### src/rtl/lsu_pkg.sv
// Shared types and helpers for the load/store access controller.
package lsu_pkg;

  typedef enum logic [1:0] {
    SZ_BYTE = 2'd0,
    SZ_HALF = 2'd1,
    SZ_WORD = 2'd2
  } size_t;

  typedef enum logic [1:0] {
    IDLE = 2'd0,
    RD   = 2'd1,
    WR   = 2'd2,
    RESP = 2'd3
  } state_t;

  // Reserved encoding 3 behaves exactly as WORD.
  function automatic size_t norm_size(input logic [1:0] raw);
    size_t s;
    if (raw == 2'd3) s = SZ_WORD;
    else             s = size_t'(raw);
    return s;
  endfunction

  function automatic logic is_aligned(input size_t size, input logic [1:0] off);
    logic ok;
    case (size)
      SZ_BYTE: ok = 1'b1;
      SZ_HALF: ok = ~off[0];
      default: ok = (off == 2'b00);
    endcase
    return ok;
  endfunction

  // Lane offset once the bits a given size cannot use are cleared.
  function automatic logic [1:0] eff_offset(input size_t size, input logic [1:0] off);
    logic [1:0] o;
    case (size)
      SZ_BYTE: o = off;
      SZ_HALF: o = {off[1], 1'b0};
      default: o = 2'b00;
    endcase
    return o;
  endfunction

endpackage

### src/rtl/lsu_lane.sv
// Lane logic: little-endian sub-word extract/extend for loads and merge for stores.
module lsu_lane
  import lsu_pkg::*;
(
  input  logic [31:0] word,
  input  logic [1:0]  size,
  input  logic [1:0]  offset,
  input  logic        uns,
  input  logic [31:0] wdata,
  output logic [31:0] ld_val,
  output logic [31:0] st_word
);

  logic [7:0]  lane_b;
  logic [15:0] lane_h;

  always_comb begin
    lane_b  = word[{offset, 3'b000} +: 8];
    lane_h  = offset[1] ? word[31:16] : word[15:0];
    ld_val  = word;
    st_word = wdata;
    case (size_t'(size))
      SZ_BYTE: begin
        ld_val  = {{24{~uns & lane_b[7]}}, lane_b};
        st_word = word;
        st_word[{offset, 3'b000} +: 8] = wdata[7:0];
      end
      SZ_HALF: begin
        ld_val  = {{16{~uns & lane_h[15]}}, lane_h};
        st_word = word;
        st_word[{offset[1], 4'b0000} +: 16] = wdata[15:0];
      end
      default: ;
    endcase
  end

endmodule

### src/rtl/lsu_access_ctrl.sv
// Load/store access controller between the datapath and a word-addressed memory.
// Build option LSU_ALIGN_CHECK_EN: misaligned requests return rsp_err instead of being force-aligned.
module lsu_access_ctrl
  import lsu_pkg::*;
#(
  parameter int AW = 32,
  parameter int DW = 32
) (
  input  logic          clk,
  input  logic          reset_n,
  input  logic          req_valid,
  output logic          req_ready,
  input  logic          req_we,
  input  logic [1:0]    req_size,
  input  logic          req_unsigned,
  input  logic [AW-1:0] req_addr,
  input  logic [DW-1:0] req_wdata,
  output logic          rsp_valid,
  input  logic          rsp_ready,
  output logic [DW-1:0] rsp_rdata,
  output logic          rsp_err,
  output logic          mem_we,
  output logic [AW-1:0] mem_addr,
  output logic [DW-1:0] mem_wdata,
  input  logic [DW-1:0] mem_rdata
);

  // state | meaning
  // IDLE  | waiting for a request, req_ready high
  // RD    | memory word read: load extract or store merge
  // WR    | mem_we high for exactly one cycle
  // RESP  | response held until rsp_ready

  state_t        state, state_d;
  logic          st_q, st_d;
  size_t         size_q, size_d;
  logic          uns_q, uns_d;
  logic [1:0]    off_q, off_d;
  logic [DW-1:0] wdata_q, wdata_d;

  logic          mem_we_d;
  logic [AW-1:0] mem_addr_d;
  logic [DW-1:0] mem_wdata_d;
  logic          rsp_valid_d;
  logic [DW-1:0] rsp_rdata_d;
  logic          rsp_err_d;

  logic [DW-1:0] ld_val, st_word;
  size_t         req_sz;
  logic          accept;

  assign req_ready = (state == IDLE);
  assign accept    = req_valid & req_ready;
  assign req_sz    = norm_size(req_size);

  lsu_lane u_lane (
    .word    (mem_rdata),
    .size    (size_q),
    .offset  (off_q),
    .uns     (uns_q),
    .wdata   (wdata_q),
    .ld_val  (ld_val),
    .st_word (st_word)
  );

  always_comb begin
    state_d     = state;
    st_d        = st_q;
    size_d      = size_q;
    uns_d       = uns_q;
    off_d       = off_q;
    wdata_d     = wdata_q;
    mem_we_d    = 1'b0;
    mem_addr_d  = mem_addr;
    mem_wdata_d = mem_wdata;
    rsp_valid_d = rsp_valid;
    rsp_rdata_d = rsp_rdata;
    rsp_err_d   = rsp_err;
    case (state)
      IDLE: begin
        if (accept) begin
          st_d        = req_we;
          size_d      = req_sz;
          uns_d       = req_unsigned;
          wdata_d     = req_wdata;
          off_d       = eff_offset(req_sz, req_addr[1:0]);
          mem_addr_d  = {req_addr[AW-1:2], 2'b00};
          rsp_rdata_d = '0;
          rsp_err_d   = 1'b0;
`ifdef LSU_ALIGN_CHECK_EN
          if (!is_aligned(req_sz, req_addr[1:0])) begin
            state_d     = RESP;
            rsp_valid_d = 1'b1;
            rsp_err_d   = 1'b1;
          end else
`endif
          if (req_we && (req_sz == SZ_WORD)) begin
            // Full-word stores need no read, so skip straight to the write.
            state_d     = WR;
            mem_we_d    = 1'b1;
            mem_wdata_d = req_wdata;
          end else begin
            state_d = RD;
          end
        end
      end
      RD: begin
        if (st_q) begin
          mem_wdata_d = st_word;
          mem_we_d    = 1'b1;
          state_d     = WR;
        end else begin
          rsp_rdata_d = ld_val;
          rsp_valid_d = 1'b1;
          state_d     = RESP;
        end
      end
      WR: begin
        rsp_rdata_d = '0;
        rsp_valid_d = 1'b1;
        state_d     = RESP;
      end
      RESP: begin
        if (rsp_ready) begin
          rsp_valid_d = 1'b0;
          state_d     = IDLE;
        end
      end
      default: state_d = IDLE;
    endcase
  end

  always_ff @(posedge clk or negedge reset_n) begin
    if (!reset_n) begin
      state     <= IDLE;
      st_q      <= 1'b0;
      size_q    <= SZ_BYTE;
      uns_q     <= 1'b0;
      off_q     <= 2'b00;
      wdata_q   <= '0;
      mem_we    <= 1'b0;
      mem_addr  <= '0;
      mem_wdata <= '0;
      rsp_valid <= 1'b0;
      rsp_rdata <= '0;
      rsp_err   <= 1'b0;
    end else begin
      state     <= state_d;
      st_q      <= st_d;
      size_q    <= size_d;
      uns_q     <= uns_d;
      off_q     <= off_d;
      wdata_q   <= wdata_d;
      mem_we    <= mem_we_d;
      mem_addr  <= mem_addr_d;
      mem_wdata <= mem_wdata_d;
      rsp_valid <= rsp_valid_d;
      rsp_rdata <= rsp_rdata_d;
      rsp_err   <= rsp_err_d;
    end
  end

endmodule

### config.mk
export PLATFORM = sky130hd
export DESIGN_NAME = lsu_access_ctrl
export DESIGN_NICKNAME = d
export VERILOG_FILES = /design/src/rtl/lsu_pkg.sv /design/src/rtl/lsu_lane.sv /design/src/rtl/lsu_access_ctrl.sv
export SDC_FILE = /design/constraint.sdc
export NUM_CORES = 1
export LEC_CHECK = 0
export ABC_AREA = 1
export CAP_MARGIN = 20
export CORE_MARGIN = 10
export CORE_UTILIZATION = 45
export DETAILED_ROUTE_END_ITERATION = 8
export GPL_ROUTABILITY_DRIVEN = 1
export PLACE_DENSITY = 0.82
export SLEW_MARGIN = 20
export SYNTH_ARGS = -nofsm -noshare
export SYNTH_HDL_FRONTEND = slang
export SYNTH_SLANG_ARGS = --single-unit
export TNS_END_PERCENT = 30
### constraint.sdc
create_clock -name clk -period 2.1 [get_ports clk]
set_clock_uncertainty 0.2 [all_clocks]
set_input_delay 0.21 -clock clk [delete_from_list [all_inputs] [get_ports clk]]
set_output_delay 0.21 -clock clk [all_outputs]
set_load 0.05 [all_outputs]
# [After elaboration in Yosys (flattened, before gate mapping)]
# Cells that the tools add are included.
[word_totals] register_bits=136 inputBits=104 out_inout_bits=100 wordCells=72
[op_classes] add_sub_neg=2 eq_ne=12 shifts=5 mux=26 bitwise=4 n_reduce_logical=12
[op_table] cell="32-bit one-hot mux with 2 select lines" n=3
[op_table] cell="32-bit 2-to-1 mux" n=5
[op_table] cell="32-bit one-hot mux with 3 select lines" n=1
[op_table] cell="32-bit bitwise mux" n=2
[op_table] cell="16-bit by 7-bit variable shift with 32-bit output, first input constant" n=1
[op_table] cell="8-bit by 7-bit variable shift with 32-bit output, first input constant" n=1
[op_table] cell="16-bit by 7-bit variable part select with 32-bit output" n=1
[op_table] cell="32-bit by 6-bit variable part select with 8-bit output" n=1
[op_table] cell="8-bit by 7-bit variable part select with 32-bit output" n=1
[op_table] cell="16-bit 2-to-1 mux" n=1
[op_table] cell="5-bit negation with 7-bit output" n=2
[op_table] cell="2-bit equality test, second input constant" n=4
[op_table] cell="2-bit 2-to-1 mux" n=4
[op_table] cell="2-bit one-hot mux with 4 select lines" n=1
[op_table] cell="2-bit by 1-bit equality test with 1-bit output, second input constant" n=3
[op_table] cell="2-bit logical NOT" n=3
[op_table] cell="1-bit 2-to-1 mux" n=6
[op_table] cell="2-bit != test, second input constant" n=3
[op_table] cell="3-bit AND reduction" n=2
[op_table] cell="3-bit nonzero test" n=2
[op_table] cell="2-bit by 1-bit != test with 1-bit output, second input constant" n=2
[op_table] cell="2-bit one-hot mux with 2 select lines" n=1
[op_table] cell="2-bit AND reduction" n=2
[op_table] cell="4-bit AND reduction" n=1
[op_table] cell="6 further kinds" n=8

# [Depth between registers and ports, before layout]
# Gate-level depths: netlist (run 1).
[logic_depth] ltp_word=7 depth_mapped=12 depth_no_buf=9

# [Hierarchy]
# From an unflattened synthesis (run 1), not the netlist that was laid out.
[unflattened] hier_cells=1144 hier_area_um2=7858.8
[modules_own_cells] module="lsu_access_ctrl" instances=1 cells_per_inst=679 area_each_um2=5756.8 seq_area_each_um2=3403.3
[modules_own_cells] module="lsu_lane" instances=1 cells_per_inst=465 area_each_um2=2102.0 seq_area_each_um2=0.0

# [Worst setup path after synthesis (run 1)]
# No wires, ideal clock.
[synth_timing] path_kind="flip-flop to flip-flop" start="register state[0]" end="register rsp_rdata[0]" setup_ns=0.124 t_arrival_ns=1.824 t_required_ns=1.776 slack_ns=-0.048 path_stages_with_launch=9 n_path_buf=1 synth_period_minus_slack_ns=2.148 path_cell_list="dfrtp_1 inv_1 ha_1 nand2_1 nand4_1 clkbuf_1 a21oi_1 o211ai_1 nand2_1"
[synth_via] elab_chain_cells=4 word_cells_on_any_way=9 cone_classes="eq/ne: 4; mux: 1; bitwise: 1; reduce/logical: 3"
[synth_lines] item="start, declared" line="lsu_access_ctrl.sv:34" text="state_t state, state_d;"
[synth_lines] item="start signal, assigned" line="lsu_access_ctrl.sv:148" text="state <= state_d;"
[synth_lines] item="2-bit logical NOT (*)" line="lsu_access_ctrl.sv:52" text="assign req_ready = (state == IDLE);"
[synth_lines] item="named net req_ready" line="lsu_access_ctrl.sv:12" text="output logic req_ready,"
[synth_lines] item="1-bit AND" line="lsu_access_ctrl.sv:53" text="assign accept = req_valid & req_ready;"
[synth_lines] item="2-bit by 1-bit != test with 1-bit output (no source line)"
[synth_lines] item="3-bit AND reduction (no source line)"
[synth_lines] item="end signal, assigned" line="lsu_access_ctrl.sv:158" text="rsp_rdata <= rsp_rdata_d;"
[synth_lines] item="end, declared" line="lsu_access_ctrl.sv:20" text="output logic [DW-1:0] rsp_rdata,"
# Mark *: on every way through the listed nets, which the timed path passes. The rest lies on a longest branch.
# A chain may end at the register's enable or synchronous reset.

# [Final worst setup path (run 1)]
[layout_timing] start="register mem_wdata[5]" end="output port mem_wdata[5]"
[layout_lines] item="start, declared" line="lsu_access_ctrl.sv:24" text="output logic [DW-1:0] mem_wdata,"
[layout_lines] item="start signal, assigned" line="lsu_access_ctrl.sv:156" text="mem_wdata <= mem_wdata_d;"
# No word-level cell between the ends.

==> impl_metrics.yaml, run 1 <==
floorplanning:
  coreArea_sq_mm: 0.0166
  die_area_sq_mm: 0.0227
  ioPinCount: 204
  floorplan.initialDensity: 0.462
  die_height_um: 151
  cell_row_count: 47
  die-width_um: 151
drt:
  viasPerCell: 5.32
  route.vias.total: 8165
  drc: 0
  drt_first_iter_violations: 908
  wl_per_cell_um: 17.5
  drtPass1Iterations: 7
  antenna_left: 0
  finalWirelength_um: 26900
worst_setup_path:
  crit_path_cell_trace: "clkdlybuf4s50_1"
  path_buf_inv: 1
  timing.critical_path.to_type: "primary output"
  critical-path-slowest-cell: "sky130_fd_sc_hd__clkdlybuf4s50_1"
  worst-r2r-cell-count: 9
  crit_family: "buffers and inverters"
  worst-endpoint-arrival_ns: 1.63
  path_max_fanout: 2
  cp_data_required_time_ns: 1.69
  slowest_delay_ns: 0.83
  critical_path_class: "register to primary output"
  logic_depth_of_the_worst_path_buffers_included: 1
  critPathLaunchType: "register"
grt:
  first_global_vias: 8039
  global_route_total_overflow: 0
  groute.usage.overall: 0.229
  antenna_found_initial: 0
  largest_net_degree_at_the_start_of_global_routing: 65
  global_route_wire_length_before_repair_um: 41600
synth:
  synth_common_cells: "sky130_fd_sc_hd__nand2_1 (441), sky130_fd_sc_hd__dfrtp_1 (136), sky130_fd_sc_hd__nor2_1 (112)"
  ys_warn_count: 0
  synthDistinctLibCells: 29
  syn-cell-area_sq_mm: 0.00769
  post_synth_edffs: 0
  dominantRegCellSynth: "sky130_fd_sc_hd__dfrtp_1"
  postSynthAreaPerCell_sq_um: 6.92
  synth_most_common_cell: "sky130_fd_sc_hd__nand2_1"
  seq_area_frac_synth: 0.442
  cell_taking_the_most_area_after_synthesis: "sky130_fd_sc_hd__dfrtp_1"
  netlist_instances: 1111
  ys_ff_latch: 136
  synth_largest_type_area_fraction: 0.442
  main_area_contributors_after_synthesis: "sky130_fd_sc_hd__dfrtp_1 (44%), sky130_fd_sc_hd__nand2_1 (22%), sky130_fd_sc_hd__o21ai_0 (6.4%)"
  synth-async-reset-ratio: 1.00
place:
  numPortBuffers: 200
  placed_cells: 1499
  dpl-instance-area_sq_mm: 0.00994
  place.detailed.hpwl_um: 19200
  routabilityCongestion: 0.949
  placement.setup.worst_slack_ns: 0.0509
finish:
  fill_cells: 1416
  final_core_util: 0.641
  finalNetCount: 1417
  antenna_cells: 0
  final_design_area_no_fill_sq_mm: 0.0107
  area_growth_syn_to_layout_pct: 38.6
  post_layout_nonfiller_instances: 1535
  layout-drive-gt1-share: 0.0700
cts:
  cts_tree: "yes"
  number_of_buffers_inserted_during_clock_tree_synthesis: 17
  cts_root_buf: "sky130_fd_sc_hd__clkbuf_16"
  clkSlewWorstSetupHoldPaths_ns: 0.06
  sink_count_of_the_clock_tree: 136
  insertion_delay_ns: 0.43
  cts_buffer_depth: 2
  htreeDepth: 4
timing:
  layout_min_cycle_time_ns: 2.04
  max-slew-margin-rel: 0.630
  max_slew.worst_pin.slew_ns: 0.554
  finalSetupViolations: 0
  final-max-slew-violation-count: 0
  setup_total_negative_slack_ns: 0
  timing.fmax_ghz: 0.490
  finalCritPeriodShare: 0.973
  finalWorstSetupSlack_ns: 0.0576
  hold_violations: 0
  grt_setup_unrepaired: "false"
pwr:
  p_per_area_mw_per_mm2: 1860
  worst_ir_drop_vdd_mv: 0.995
  power.static_leakage_nw: 5.24
hold_path:
  hold_path.class: "input pin to asynchronous set/reset pin"
status:
  outcome: "finished, final reports clean"
run:
  maxCapViolations: 0
## logic make-up after synthesis
family | synth area share
flip-flops | 0.442
buffers and inverters | 0.0803
AND/OR/NAND/NOR | 0.310
AO/OA/AOI/OAI | 0.149
adder cells (fa/ha/maj) | 0.0179
other | 0.000487
## power breakdown
part           internal, W  switching [W]  total (W)
clock network      0.00203        0.00114    0.00316
logic              0.00379        0.00809     0.0119
registers          0.00389       0.000849    0.00474
## layout make-up
class,instances,area [sq um],area share
clock buffers,26,509,0.0478
repair buffers,231,2360,0.221
well taps,220,275,0.0258
flip-flops and latches,136,3400,0.319
clock inverters,6,111,0.0104
multi-input cells,836,3690,0.346
inverters,80,309,0.0290
## through the flow
step | power, W | hold WS, ns
6_report | 0.0198 | 0.0978
3_3_place_gp | 0.0159 | -0.00382
2_1_floorplan | 0.0124 | -0.286
3_5_place_dp | 0.0162 | -0.00225
5_1_grt | 0.0210 | 0.125
4_1_cts | 0.0195 | 0.109
## state kept, by name, summed over array words and instances (netlist names)
signal     count
mem_addr      30
mem_wdata     32
mem_we         1
off_q          2
rsp_rdata     32
rsp_valid      1
size_q         2
st_q           1
state          2
uns_q          1
wdata_q       32
## final timing paths
kind	from	end	slack, ns
worst max-delay path	mem_wdata[5]	mem_wdata[5]	0.06
worst min-delay path	reset_n	rsp_rdata[1]	0.1
worst max register to register	state[0]	mem_wdata[28]	0.11
worst min register to register	mem_addr[18]	mem_addr[18]	0.28
max in group asynchronous	reset_n	wdata_q[16]	0.95
min in group clk	req_addr[6]	mem_addr[6]	0.11
## layout by cell type, fill, tap and decap left out, types with 2 or more instances in the layout
cell type and count:
sky130_fd_sc_hd__nor2_1 112, sky130_fd_sc_hd__dfrtp_1 135, sky130_fd_sc_hd__bufinv_16 3, sky130_fd_sc_hd__clkbuf_16 19, sky130_fd_sc_hd__nand3_1 27, sky130_fd_sc_hd__inv_2 4
sky130_fd_sc_hd__inv_1 74, sky130_fd_sc_hd__nand2_4 2, sky130_fd_sc_hd__nor2_4 2, sky130_fd_sc_hd__clkbuf_8 5, sky130_fd_sc_hd__conb_1 3, sky130_fd_sc_hd__buf_6 3
sky130_fd_sc_hd__nand2_2 14, sky130_fd_sc_hd__ha_2 2, sky130_fd_sc_hd__clkbuf_1 4, sky130_fd_sc_hd__a21oi_1 97, sky130_fd_sc_hd__clkinvlp_4 2, sky130_fd_sc_hd__buf_4 23
sky130_fd_sc_hd__o211ai_1 12, sky130_fd_sc_hd__o21ai_1 8, sky130_fd_sc_hd__ha_1 9, sky130_fd_sc_hd__nand2_1 439, sky130_fd_sc_hd__buf_12 7, sky130_fd_sc_hd__clkdlybuf4s50_1 194
sky130_fd_sc_hd__o21ai_0 99, sky130_fd_sc_hd__nor3_1 4
## layer usage
metal / track usage / up-vias / share of wire
met2: 0.361 / 456 / 0.46
li1: - / 3884 / -
met4: 0.0789 / 0 / 0.027
met5: 0 / - / 0
met1: 0.290 / 3767 / 0.40
met3: 0.0753 / 58 / 0.12
## timing repair
item,CTS,global route
setup endpoints to repair,0,27
hold endpoints to repair,136,0
hold buffers,1,0
gates resized for setup,0,6
setup buffers,0,1
Note: power is estimated with default switching activity, not from simulation.
==> inputs of run 2 (changes only) <==
- CTS_CLUSTER_DIAMETER: default -> 60
==> results of run 2 <==
The final DEF is identical to that of run 1; final timing and power are the same.
